==> config.mk <==
export PLATFORM = sky130hd
export DESIGN_NAME = load_store_unit_flat
export DESIGN_NICKNAME = d
export VERILOG_FILES = /design/src/rtl/load_store_unit_if.sv /design/src/rtl/load_store_unit.sv /design/src/flat_wrapper.sv
export SDC_FILE = /design/constraint.sdc
export NUM_CORES = 1
export LEC_CHECK = 0
export ABC_CLOCK_PERIOD_IN_PS = 3000
export CAP_MARGIN = 15
export CELL_PAD_IN_SITES_DETAIL_PLACEMENT = 1
export CELL_PAD_IN_SITES_GLOBAL_PLACEMENT = 2
export CORE_ASPECT_RATIO = 1.2
export CORE_MARGIN = 2
export CORE_UTILIZATION = 30
export DETAILED_ROUTE_END_ITERATION = 8
export PLACE_DENSITY_LB_ADDON = 0.1
export RECOVER_POWER = 50
export SLEW_MARGIN = 10
export SYNTH_ARGS = -nofsm -noshare
export SYNTH_HDL_FRONTEND = slang
export SYNTH_SLANG_ARGS = --single-unit
==> constraint.sdc <==
create_clock -name clock -period 3 [get_ports clock]
set_input_delay 0.3 -clock clock [delete_from_list [all_inputs] [get_ports clock]]
set_output_delay 0.3 -clock clock [all_outputs]
set_load 0.02 [all_outputs]
==> src/rtl/load_store_unit_if.sv <==
// ---------------------------------------------------------------------------
// load_store_unit_if
// Bundles the pipeline request/response handshake and the data-memory bus of
// the load/store unit.
//   slave  modport : the load/store unit itself
//   master modport : the environment (pipeline + data memory)
// Pipeline side : reqValid/reqReady handshake, reqStore, reqFunct3,
//                 reqAddress, reqData, respValid, respData, respFault
// Memory side   : address, storeData, byteEnable, storeValid,
//                 loadData, loadDataValid, storeComplete
// ---------------------------------------------------------------------------
interface load_store_unit_if;
    logic        reqValid;
    logic        reqReady;
    logic        reqStore;
    logic [2:0]  reqFunct3;
    logic [31:0] reqAddress;
    logic [31:0] reqData;
    logic        respValid;
    logic [31:0] respData;
    logic        respFault;
    logic [31:0] address;
    logic [31:0] storeData;
    logic [3:0]  byteEnable;
    logic        storeValid;
    logic [31:0] loadData;
    logic        loadDataValid;
    logic        storeComplete;

    modport slave (
        input  reqValid, reqStore, reqFunct3, reqAddress, reqData,
        input  loadData, loadDataValid, storeComplete,
        output reqReady, respValid, respData, respFault,
        output address, storeData, byteEnable, storeValid
    );

    modport master (
        output reqValid, reqStore, reqFunct3, reqAddress, reqData,
        output loadData, loadDataValid, storeComplete,
        input  reqReady, respValid, respData, respFault,
        input  address, storeData, byteEnable, storeValid
    );
endinterface

==> src/rtl/load_store_unit.sv <==
// ---------------------------------------------------------------------------
// load_store_unit
// RV32I load/store unit: accepts one request at a time from the pipeline,
// performs a word-aligned memory access with byte lanes, sign/zero-extends
// load results and returns a one-cycle response. Misaligned accesses,
// illegal width codes and memory timeouts return respFault.
// Ports:
//   clock  : single clock, rising edge
//   reset  : asynchronous, active-low
//   bus    : load_store_unit_if.slave (pipeline handshake + memory bus)
// Parameter:
//   TIMEOUT_CYCLES : cycles waited for loadDataValid / storeComplete
// ---------------------------------------------------------------------------
module load_store_unit #(
    parameter int TIMEOUT_CYCLES = 16
) (
    input  logic              clock,
    input  logic              reset,
    load_store_unit_if.slave  bus
);

    localparam int CW = $clog2(TIMEOUT_CYCLES + 1);
    localparam logic [CW-1:0] WAIT_LAST = CW'(TIMEOUT_CYCLES - 1);

    typedef enum logic [2:0] {
        IDLE,
        LOAD,
        STORE_ISSUE,
        STORE_WAIT,
        RESP
    } state_t;

    state_t         state;
    logic [2:0]     req_funct3;
    logic [1:0]     req_offset;
    logic [CW-1:0]  wait_count;
    logic           request_legal;
    logic [31:0]    lane_data;
    logic [3:0]     lane_enable;
    logic [31:0]    load_shifted;
    logic [31:0]    load_result;
    logic           accept;

    // Ready falls with reset itself so nothing is accepted while held, and
    // rises in the first cycle after release without waiting for an edge.
    assign bus.reqReady = (state == IDLE) && reset;
    assign accept       = bus.reqValid && bus.reqReady;

    // Width code legality and natural alignment; BU/HU exist only for loads.
    always_comb begin
        request_legal = 1'b0;
        case (bus.reqFunct3)
            3'b000:  request_legal = 1'b1;
            3'b001:  request_legal = ~bus.reqAddress[0];
            3'b010:  request_legal = (bus.reqAddress[1:0] == 2'b00);
            3'b100:  request_legal = ~bus.reqStore;
            3'b101:  request_legal = ~bus.reqStore & ~bus.reqAddress[0];
            default: request_legal = 1'b0;
        endcase
    end

    // Store data is replicated over every lane so the memory only has to
    // honour byteEnable; the lane select comes from the low address bits.
    always_comb begin
        lane_data   = bus.reqData;
        lane_enable = 4'b1111;
        case (bus.reqFunct3[1:0])
            2'b00: begin
                lane_data   = {4{bus.reqData[7:0]}};
                lane_enable = 4'b0001 << bus.reqAddress[1:0];
            end
            2'b01: begin
                lane_data   = {2{bus.reqData[15:0]}};
                lane_enable = 4'b0011 << {bus.reqAddress[1], 1'b0};
            end
            default: begin
                lane_data   = bus.reqData;
                lane_enable = 4'b1111;
            end
        endcase
    end

    // Load extraction: bring the addressed byte/half down to bit 0, then
    // sign- or zero-extend according to the registered width code.
    always_comb begin
        load_shifted = bus.loadData >> {req_offset, 3'b000};
        case (req_funct3)
            3'b000:  load_result = {{24{load_shifted[7]}}, load_shifted[7:0]};
            3'b001:  load_result = {{16{load_shifted[15]}}, load_shifted[15:0]};
            3'b100:  load_result = {24'h0, load_shifted[7:0]};
            3'b101:  load_result = {16'h0, load_shifted[15:0]};
            default: load_result = load_shifted;
        endcase
    end

    // Main FSM. All bus outputs except reqReady are registered here; the
    // async reset drops storeValid/byteEnable immediately and discards any
    // transaction in flight without a response.
    always_ff @(posedge clock or negedge reset) begin
        if (!reset) begin
            state          <= IDLE;
            req_funct3     <= 3'b000;
            req_offset     <= 2'b00;
            wait_count     <= '0;
            bus.respValid  <= 1'b0;
            bus.respFault  <= 1'b0;
            bus.respData   <= 32'h0;
            bus.address    <= 32'h0;
            bus.storeData  <= 32'h0;
            bus.byteEnable <= 4'b0000;
            bus.storeValid <= 1'b0;
        end else begin
            case (state)
                IDLE: begin
                    if (accept) begin
                        if (!request_legal) begin
                            // Faulting requests never touch the memory bus.
                            bus.respValid <= 1'b1;
                            bus.respFault <= 1'b1;
                            bus.respData  <= 32'h0;
                            state         <= RESP;
                        end else begin
                            bus.address <= {bus.reqAddress[31:2], 2'b00};
                            req_funct3  <= bus.reqFunct3;
                            req_offset  <= bus.reqAddress[1:0];
                            wait_count  <= '0;
                            if (bus.reqStore) begin
                                bus.storeData  <= lane_data;
                                bus.byteEnable <= lane_enable;
                                bus.storeValid <= 1'b1;
                                state          <= STORE_ISSUE;
                            end else begin
                                state <= LOAD;
                            end
                        end
                    end
                end
                LOAD: begin
                    if (bus.loadDataValid) begin
                        bus.respValid <= 1'b1;
                        bus.respFault <= 1'b0;
                        bus.respData  <= load_result;
                        state         <= RESP;
                    end else if (wait_count == WAIT_LAST) begin
                        bus.respValid <= 1'b1;
                        bus.respFault <= 1'b1;
                        bus.respData  <= 32'h0;
                        state         <= RESP;
                    end else begin
                        wait_count <= wait_count + CW'(1);
                    end
                end
                STORE_ISSUE: begin
                    bus.storeValid <= 1'b0;
                    wait_count     <= '0;
                    state          <= STORE_WAIT;
                end
                STORE_WAIT: begin
                    if (bus.storeComplete) begin
                        bus.respValid  <= 1'b1;
                        bus.respFault  <= 1'b0;
                        bus.respData   <= 32'h0;
                        bus.byteEnable <= 4'b0000;
                        state          <= RESP;
                    end else if (wait_count == WAIT_LAST) begin
                        bus.respValid  <= 1'b1;
                        bus.respFault  <= 1'b1;
                        bus.respData   <= 32'h0;
                        bus.byteEnable <= 4'b0000;
                        state          <= RESP;
                    end else begin
                        wait_count <= wait_count + CW'(1);
                    end
                end
                RESP: begin
                    bus.respValid <= 1'b0;
                    bus.respFault <= 1'b0;
                    bus.respData  <= 32'h0;
                    state         <= IDLE;
                end
                default: state <= IDLE;
            endcase
        end
    end

endmodule

==> src/flat_wrapper.sv <==
// flat-port wrapper written by rule: the top's interface ports become plain ports
module load_store_unit_flat 
#(
    parameter int TIMEOUT_CYCLES = 16
)
  (clock, reset, bus_reqValid, bus_reqStore, bus_reqFunct3, bus_reqAddress, bus_reqData, bus_loadData, bus_loadDataValid, bus_storeComplete, bus_reqReady, bus_respValid, bus_respData, bus_respFault, bus_address, bus_storeData, bus_byteEnable, bus_storeValid);
  load_store_unit_if bus_i ();
  input  logic clock;
  input  logic reset;
  input wire logic [$bits(bus_i.reqValid)-1:0] bus_reqValid;
  input wire logic [$bits(bus_i.reqStore)-1:0] bus_reqStore;
  input wire logic [$bits(bus_i.reqFunct3)-1:0] bus_reqFunct3;
  input wire logic [$bits(bus_i.reqAddress)-1:0] bus_reqAddress;
  input wire logic [$bits(bus_i.reqData)-1:0] bus_reqData;
  input wire logic [$bits(bus_i.loadData)-1:0] bus_loadData;
  input wire logic [$bits(bus_i.loadDataValid)-1:0] bus_loadDataValid;
  input wire logic [$bits(bus_i.storeComplete)-1:0] bus_storeComplete;
  output wire logic [$bits(bus_i.reqReady)-1:0] bus_reqReady;
  output wire logic [$bits(bus_i.respValid)-1:0] bus_respValid;
  output wire logic [$bits(bus_i.respData)-1:0] bus_respData;
  output wire logic [$bits(bus_i.respFault)-1:0] bus_respFault;
  output wire logic [$bits(bus_i.address)-1:0] bus_address;
  output wire logic [$bits(bus_i.storeData)-1:0] bus_storeData;
  output wire logic [$bits(bus_i.byteEnable)-1:0] bus_byteEnable;
  output wire logic [$bits(bus_i.storeValid)-1:0] bus_storeValid;
  assign bus_i.reqValid = bus_reqValid;
  assign bus_i.reqStore = bus_reqStore;
  assign bus_i.reqFunct3 = bus_reqFunct3;
  assign bus_i.reqAddress = bus_reqAddress;
  assign bus_i.reqData = bus_reqData;
  assign bus_i.loadData = bus_loadData;
  assign bus_i.loadDataValid = bus_loadDataValid;
  assign bus_i.storeComplete = bus_storeComplete;
  assign bus_reqReady = bus_i.reqReady;
  assign bus_respValid = bus_i.respValid;
  assign bus_respData = bus_i.respData;
  assign bus_respFault = bus_i.respFault;
  assign bus_address = bus_i.address;
  assign bus_storeData = bus_i.storeData;
  assign bus_byteEnable = bus_i.byteEnable;
  assign bus_storeValid = bus_i.storeValid;
  load_store_unit #(.TIMEOUT_CYCLES(TIMEOUT_CYCLES)) u_core (.clock(clock), .reset(reset), .bus(bus_i));
endmodule
Yosys cells after proc, flatten, opt, wreduce, memory -nomap -nowiden:

Cells that the tools add are included.

* bits in registers: 114
* word-level logic and storage cells: 98

* $add $sub $neg: 1
* equal/unequal tests: 20
* shift-type cells: 3
* multiplexer cells: 43
* bitwise logic cells: 3
* reductions and logical operators: 17

Operators with widths (count)
* 32-bit case mux with 4 select lines: 2
* 32-bit two-way mux: 5
* 32-bit case mux with 2 select lines: 1
* 32-bit by 5-bit right shift with 32-bit output: 1
* 5-bit two-way mux: 5
* 4-bit two-way mux: 5
* 5-bit case mux with 4 select lines: 1
* 4-bit case mux with 2 select lines: 2
* 3-bit equality test (second input constant): 5
* 3-bit two-way mux: 5
* 3-bit case mux with 4 select lines: 1
* 1-bit two-way mux: 11
* 5-bit AND reduction: 2
* 3-bit by 1-bit equality test with 1-bit output (second input constant): 3
* 3-bit by 2-bit equality test with 1-bit output (second input constant): 3
* 3-bit zero test: 3
* 2-bit != test (second input constant): 4
* 1-bit case mux with 4 select lines: 2
* 4-bit AND reduction: 2
* 4-bit nonzero test: 2
* 3-bit AND reduction: 2
* 5-bit by 1-bit adder with 5-bit output (second input constant): 1
* 5-bit by 4-bit equality test with 1-bit output (second input constant): 1
* 1-bit case mux with 5 select lines: 1
* 12 further kinds: 17

Logic depth before layout (Yosys ltp):

* depth after elaboration: 6
* depth in mapped cells: 8
* gate-level depth less buffers: 7

Worst setup path after synthesis:

OpenSTA, ideal clock, no wires.

* kind: register to register
* start: register u_core.wait_count[0]
* end: register u_core.wait_count[4]
* setup time: 0.125 ns
* arrival: 1.916 ns
* slack: 0.959 ns
* stages on the path, launching flop included: 7
* buffers on the path: 0
* period minus slack after synthesis: 2.041 ns
* path through: dfrtp_1 > ha_1 > and3_1 > ha_1 > o21ai_1 > and3_1 > mux2_2

* word-level cells in the longest chain between the ends: 4
* elaborated cells on any way between the ends: 6
* those cells by class: add/sub: 1; eq/ne: 1; mux: 4

RTL lines
* start: declaration: RTL line load_store_unit.sv:36 `logic [CW-1:0] wait_count;`
* start signal: assignment: RTL line load_store_unit.sv:150 `wait_count <= wait_count + CW'(1);`
* start signal: assignment: RTL line load_store_unit.sv:172 `wait_count <= wait_count + CW'(1);`
* 5-bit by 1-bit adder with 5-bit output / 5-bit by 4-bit equality test with 1-bit output (equally long branches)
* 5-bit two-way mux (*): RTL line load_store_unit.sv:144, load_store_unit.sv:165
* 5-bit two-way mux, on equally long branches: RTL line load_store_unit.sv:159, load_store_unit.sv:139
* 5-bit case mux with 4 select lines (*): RTL line load_store_unit.sv:113 `case (state)`

Every way passes the cells marked *; elsewhere a longest branch is shown, timed or not. The select of a mux whose other input is x is not followed.
A chain may end at the register's enable or synchronous reset.

Worst setup path after layout:

* start: register u_core.state[2]
* end: output bus_reqReady

* word-level cells in the longest chain between the ends: 2

RTL lines
* start: declaration: RTL line load_store_unit.sv:33 `state_t state;`
* start signal: assignment: RTL line load_store_unit.sv:101 `state <= IDLE;`
* start signal: assignment: RTL line load_store_unit.sv:121 `state <= RESP;`
* start signal: assignment: RTL line load_store_unit.sv:131 `state <= STORE_ISSUE;`
* 3-bit zero test: RTL line load_store_unit.sv:46 `assign bus.reqReady = (state == IDLE) && reset;`
* 1-bit logical AND: RTL line load_store_unit.sv:46
* end: declaration: RTL line flat_wrapper.sv:18 `output wire logic [$bits(bus_i.reqReady)-1:0] bus_reqReady;`

No other way between the ends.

==> results.cfg <==
[outcome]
outcome = complete, but fails checks
violations = max-capacitance violations, max-slew violations

[floorplan]
num_rows = 54
io_pins = 209
die_h_um = 153
starting_density_pct = 30.6
placeableCoreArea_sq_um = 18100
dieArea_sq_um = 19600
die_x_um = 128

[cells_and_area]
layout-drive-gt1-share_pct = 16.4
n_fill_cell = 1964
synthToLayoutAreaGrowth_pct = 50.9
nets = 781
finalNonFillerCells = 911
antenna_cells = 0
area_of_the_multi_input_gates_sq_um = 2440
sequential_cell_area_sq_um = 2850

[sta]
period_needed_ns = 2.41
setup_viol_count_final = 0
clock_skew_ns = 0.00896
max_clock_freq_ghz = 0.416
relSlewSlack_pct = -9.15
summed_negative_setup_slack_over_all_endpoints_ns = 0
timing.final.max_slew_violations = 64
finalHoldViolations = 0
grt_setup_unrepaired = false
period_share_pct = 80.2
worst_slew_pin_slew_ns = 1.64

[logic_synthesis]
async_flop_share_pct = 100
syn-instance-count = 468
synth.lib_cells_used.distinct = 47
number_of_flops_mapped_to_enable_cells_by_yosys = 0
synthesis.yosys.warnings = 0
synthesis.area_per_instance_sq_um = 11.8
synthFlopType = sky130_fd_sc_hd__dfrtp_1
synth-seq-area-share_pct = 51.5
netlist_area_sq_um = 5530
synth-seq-cells = 114

[setup_path]
r2r_end = u_core.wait_count[4]$_DFFE_PN0P_
worst_setup_path_start_kind = flip-flop
critical_path.max_fanout = 17
timing.critical_path.to_type = primary output
arrival_time_reported_for_the_critical_path_endpoint_ns = 2.11
worst_setup_path_endpoint = bus_reqReady
setup.worst_path.class = reg2out
critical_path.startpoint = u_core.state[2]$_DFFE_PN0N_
r2r.worst_path.cells = 6
worst-r2r-setup-slack_ns = 0.67
critical_path.reg2reg.startpoint = u_core.wait_count[0]$_DFFE_PN0P_
critical_path_required_ns = 2.70

[power]
ir_worst_vdd_mv = 0.429
pwr_density_cell_nw_per_um2 = 1050
static-leakage-power_nw = 3.67

[routing]
avgViaCountPerCell = 4.95
post-route-drc-count = 0
first_iter_violations = 165
detail-route-antenna-nets = 0
wire_per_inst_um = 18.7
vias = 4513
iteration_count_of_the_initial_detailed_routing_pass = 4
totalWireLength_um = 17100

[cts]
cts_setup_buffers = 0
clockRootBuffer = sky130_fd_sc_hd__clkbuf_16
cts_inserted_buffers = 17
cts_tree = done
cts-root-to-sink-buffers = 2
clkSlewWorstSetupHoldPaths_ns = 0.06
post_cts_hold_buffer_count = 0
clock_insertion_delay_worst_skew_ns = 0.41
tritoncts_num_sinks = 114
cts-resized-gates = 0
htreeDepth = 4

[job]
maxCapViolCount = 1

[min_path]
hold_class = in2async

[global_route]
global_route.overflow_total = 0
antenna_found_initial = 1
global_route_wire_length_before_repair_um = 27800
groute.usage.overall_pct = 18.0
grt_pass1_vias = 5024
grt_max_degree = 64

[placement]
port_buffers = 206
gp_congestion = 0.759
place_hpwl_um = 12700
place_inst = 879
power breakdown:
group	switching, mW	total, mW	internal [mW]
combinational	2.08	4.10	2.03
clock	0.767	1.92	1.15
sequential	0.508	2.76	2.26
worst max-delay path, cell delays in order, from the launching register on:
cell and delay, ns:
sky130_fd_sc_hd__dfrtp_1 0.56, sky130_fd_sc_hd__nor3_1 0.25, sky130_fd_sc_hd__buf_4 0.17, sky130_fd_sc_hd__and2_1 0.12, sky130_fd_sc_hd__clkdlybuf4s50_1 0.59
per-stage QoR:
step           power (mW)  utilization, %  hold WS (ns)  instance area, sq um  setup WS, ns
4_1_cts              9.08            46.2        0.0914                  8360         0.559
2_1_floorplan        5.02               -       0.00441                  5540         0.959
6_report             8.78            46.1         0.467                  8350         0.594
3_5_place_dp         7.09            43.1         0.478                  7800         0.278
5_1_grt              9.35            46.1         0.488                  8350         0.443
3_3_place_gp         6.99            43.1         0.459                  7800         0.365
cells in the final DEF, fill, tap and decap left out, types with 4 or more instances in the layout:
master,instances
sky130_fd_sc_hd__a21oi_1,31
sky130_fd_sc_hd__a221o_1,17
sky130_fd_sc_hd__buf_4,14
sky130_fd_sc_hd__clkbuf_16,17
sky130_fd_sc_hd__clkdlybuf4s50_1,154
sky130_fd_sc_hd__clkinv_4,4
sky130_fd_sc_hd__dfrtp_1,114
sky130_fd_sc_hd__dlygate4sd3_1,51
sky130_fd_sc_hd__inv_1,8
sky130_fd_sc_hd__inv_6,4
sky130_fd_sc_hd__mux2_2,47
sky130_fd_sc_hd__mux2_4,8
sky130_fd_sc_hd__mux2i_1,46
sky130_fd_sc_hd__nand2_1,27
sky130_fd_sc_hd__nand2b_1,4
sky130_fd_sc_hd__nand3_1,5
sky130_fd_sc_hd__nor2_1,22
sky130_fd_sc_hd__nor2b_1,7
sky130_fd_sc_hd__o21ai_0,5
sky130_fd_sc_hd__o21ai_1,26
sky130_fd_sc_hd__o2bb2ai_1,24
cell type report:
cell class	instances	area share (%)
inverters	8	0.359
flip-flops and latches	114	34.2
clock inverters	14	1.59
repair buffers	223	26.2
clock buffers	18	5.14
multi-input cells	310	29.2
well taps	224	3.36
per-layer routing:
layer / share of wire, % / track usage, % / routed length [um] / vias up
met4: 1.0 / 4.40 / 174 / 0
met1: 42 / 22.2 / 7140 / 2231
li1: - / - / - / 2131
met3: 7.3 / 6.43 / 1240 / 13
met5: 0 / 0 / 0 / -
met2: 50 / 30.2 / 8520 / 138
worst min-delay path by stage:
stage	cells after the start	slack [ns]	to
floorplan	0	0.004	u_core.bus.address[10]$_DFFE_PN0P_
global placement	1	0.46	u_core.bus.respData[7]$_DFFE_PN0P_
detailed placement	1	0.48	u_core.bus.respData[10]$_DFFE_PN0P_
CTS	2	0.09	u_core.wait_count[4]$_DFFE_PN0P_
global route	2	0.49	u_core.bus.address[9]$_DFFE_PN0P_
finish	2	0.47	u_core.wait_count[4]$_DFFE_PN0P_
cell usage after synthesis (all sizes together), types with 2 or more instances:
library cell / count / area, sq um
mux4: 2 / 45.0
a31oi: 3 / 18.8
or2: 2 / 12.5
nand3b: 2 / 15.0
mux2: 55 / 649
nand2: 28 / 108
and2: 2 / 12.5
and3: 3 / 18.8
buf: 24 / 170
inv: 8 / 30.0
nand2b: 4 / 25.0
a21oi: 31 / 155
a221o: 17 / 170
o21ai: 31 / 155
clkbuf: 13 / 48.8
nor2b: 7 / 43.8
o21a: 2 / 15.0
nor3: 3 / 15.0
mux2i: 46 / 460
dfrtp: 114 / 2850
nor2: 22 / 82.6
o2bb2ai: 24 / 210
nor3b: 2 / 20.0
ha: 2 / 25.0
nand3: 6 / 42.5
a211o: 2 / 17.5
sequential cells by signal (all words and copies together), names as in the netlist:
register,flops
u_core.bus.respFault,1
u_core.bus.storeValid,1
u_core.bus.respData,32
u_core.bus.respValid,1
u_core.req_offset,2
u_core.bus.byteEnable,4
u_core.bus.storeData,32
u_core.state,3
u_core.req_funct3,3
u_core.wait_count,5
u_core.bus.address,30
kinds of logic after synthesis:
kind of cell             count (synthesis)  synth area share, %
AO/OA/AOI/OAI                          117                 14.5
flip-flops                             114                 51.5
buffers and inverters                   45                 4.50
AND/OR/NAND/NOR                         86                 8.09
other                                    1               0.0678
adder cells (fa/ha/maj)                  2                0.452
multiplexers                           103                 20.9
Note: power is estimated with default switching activity, not from simulation.
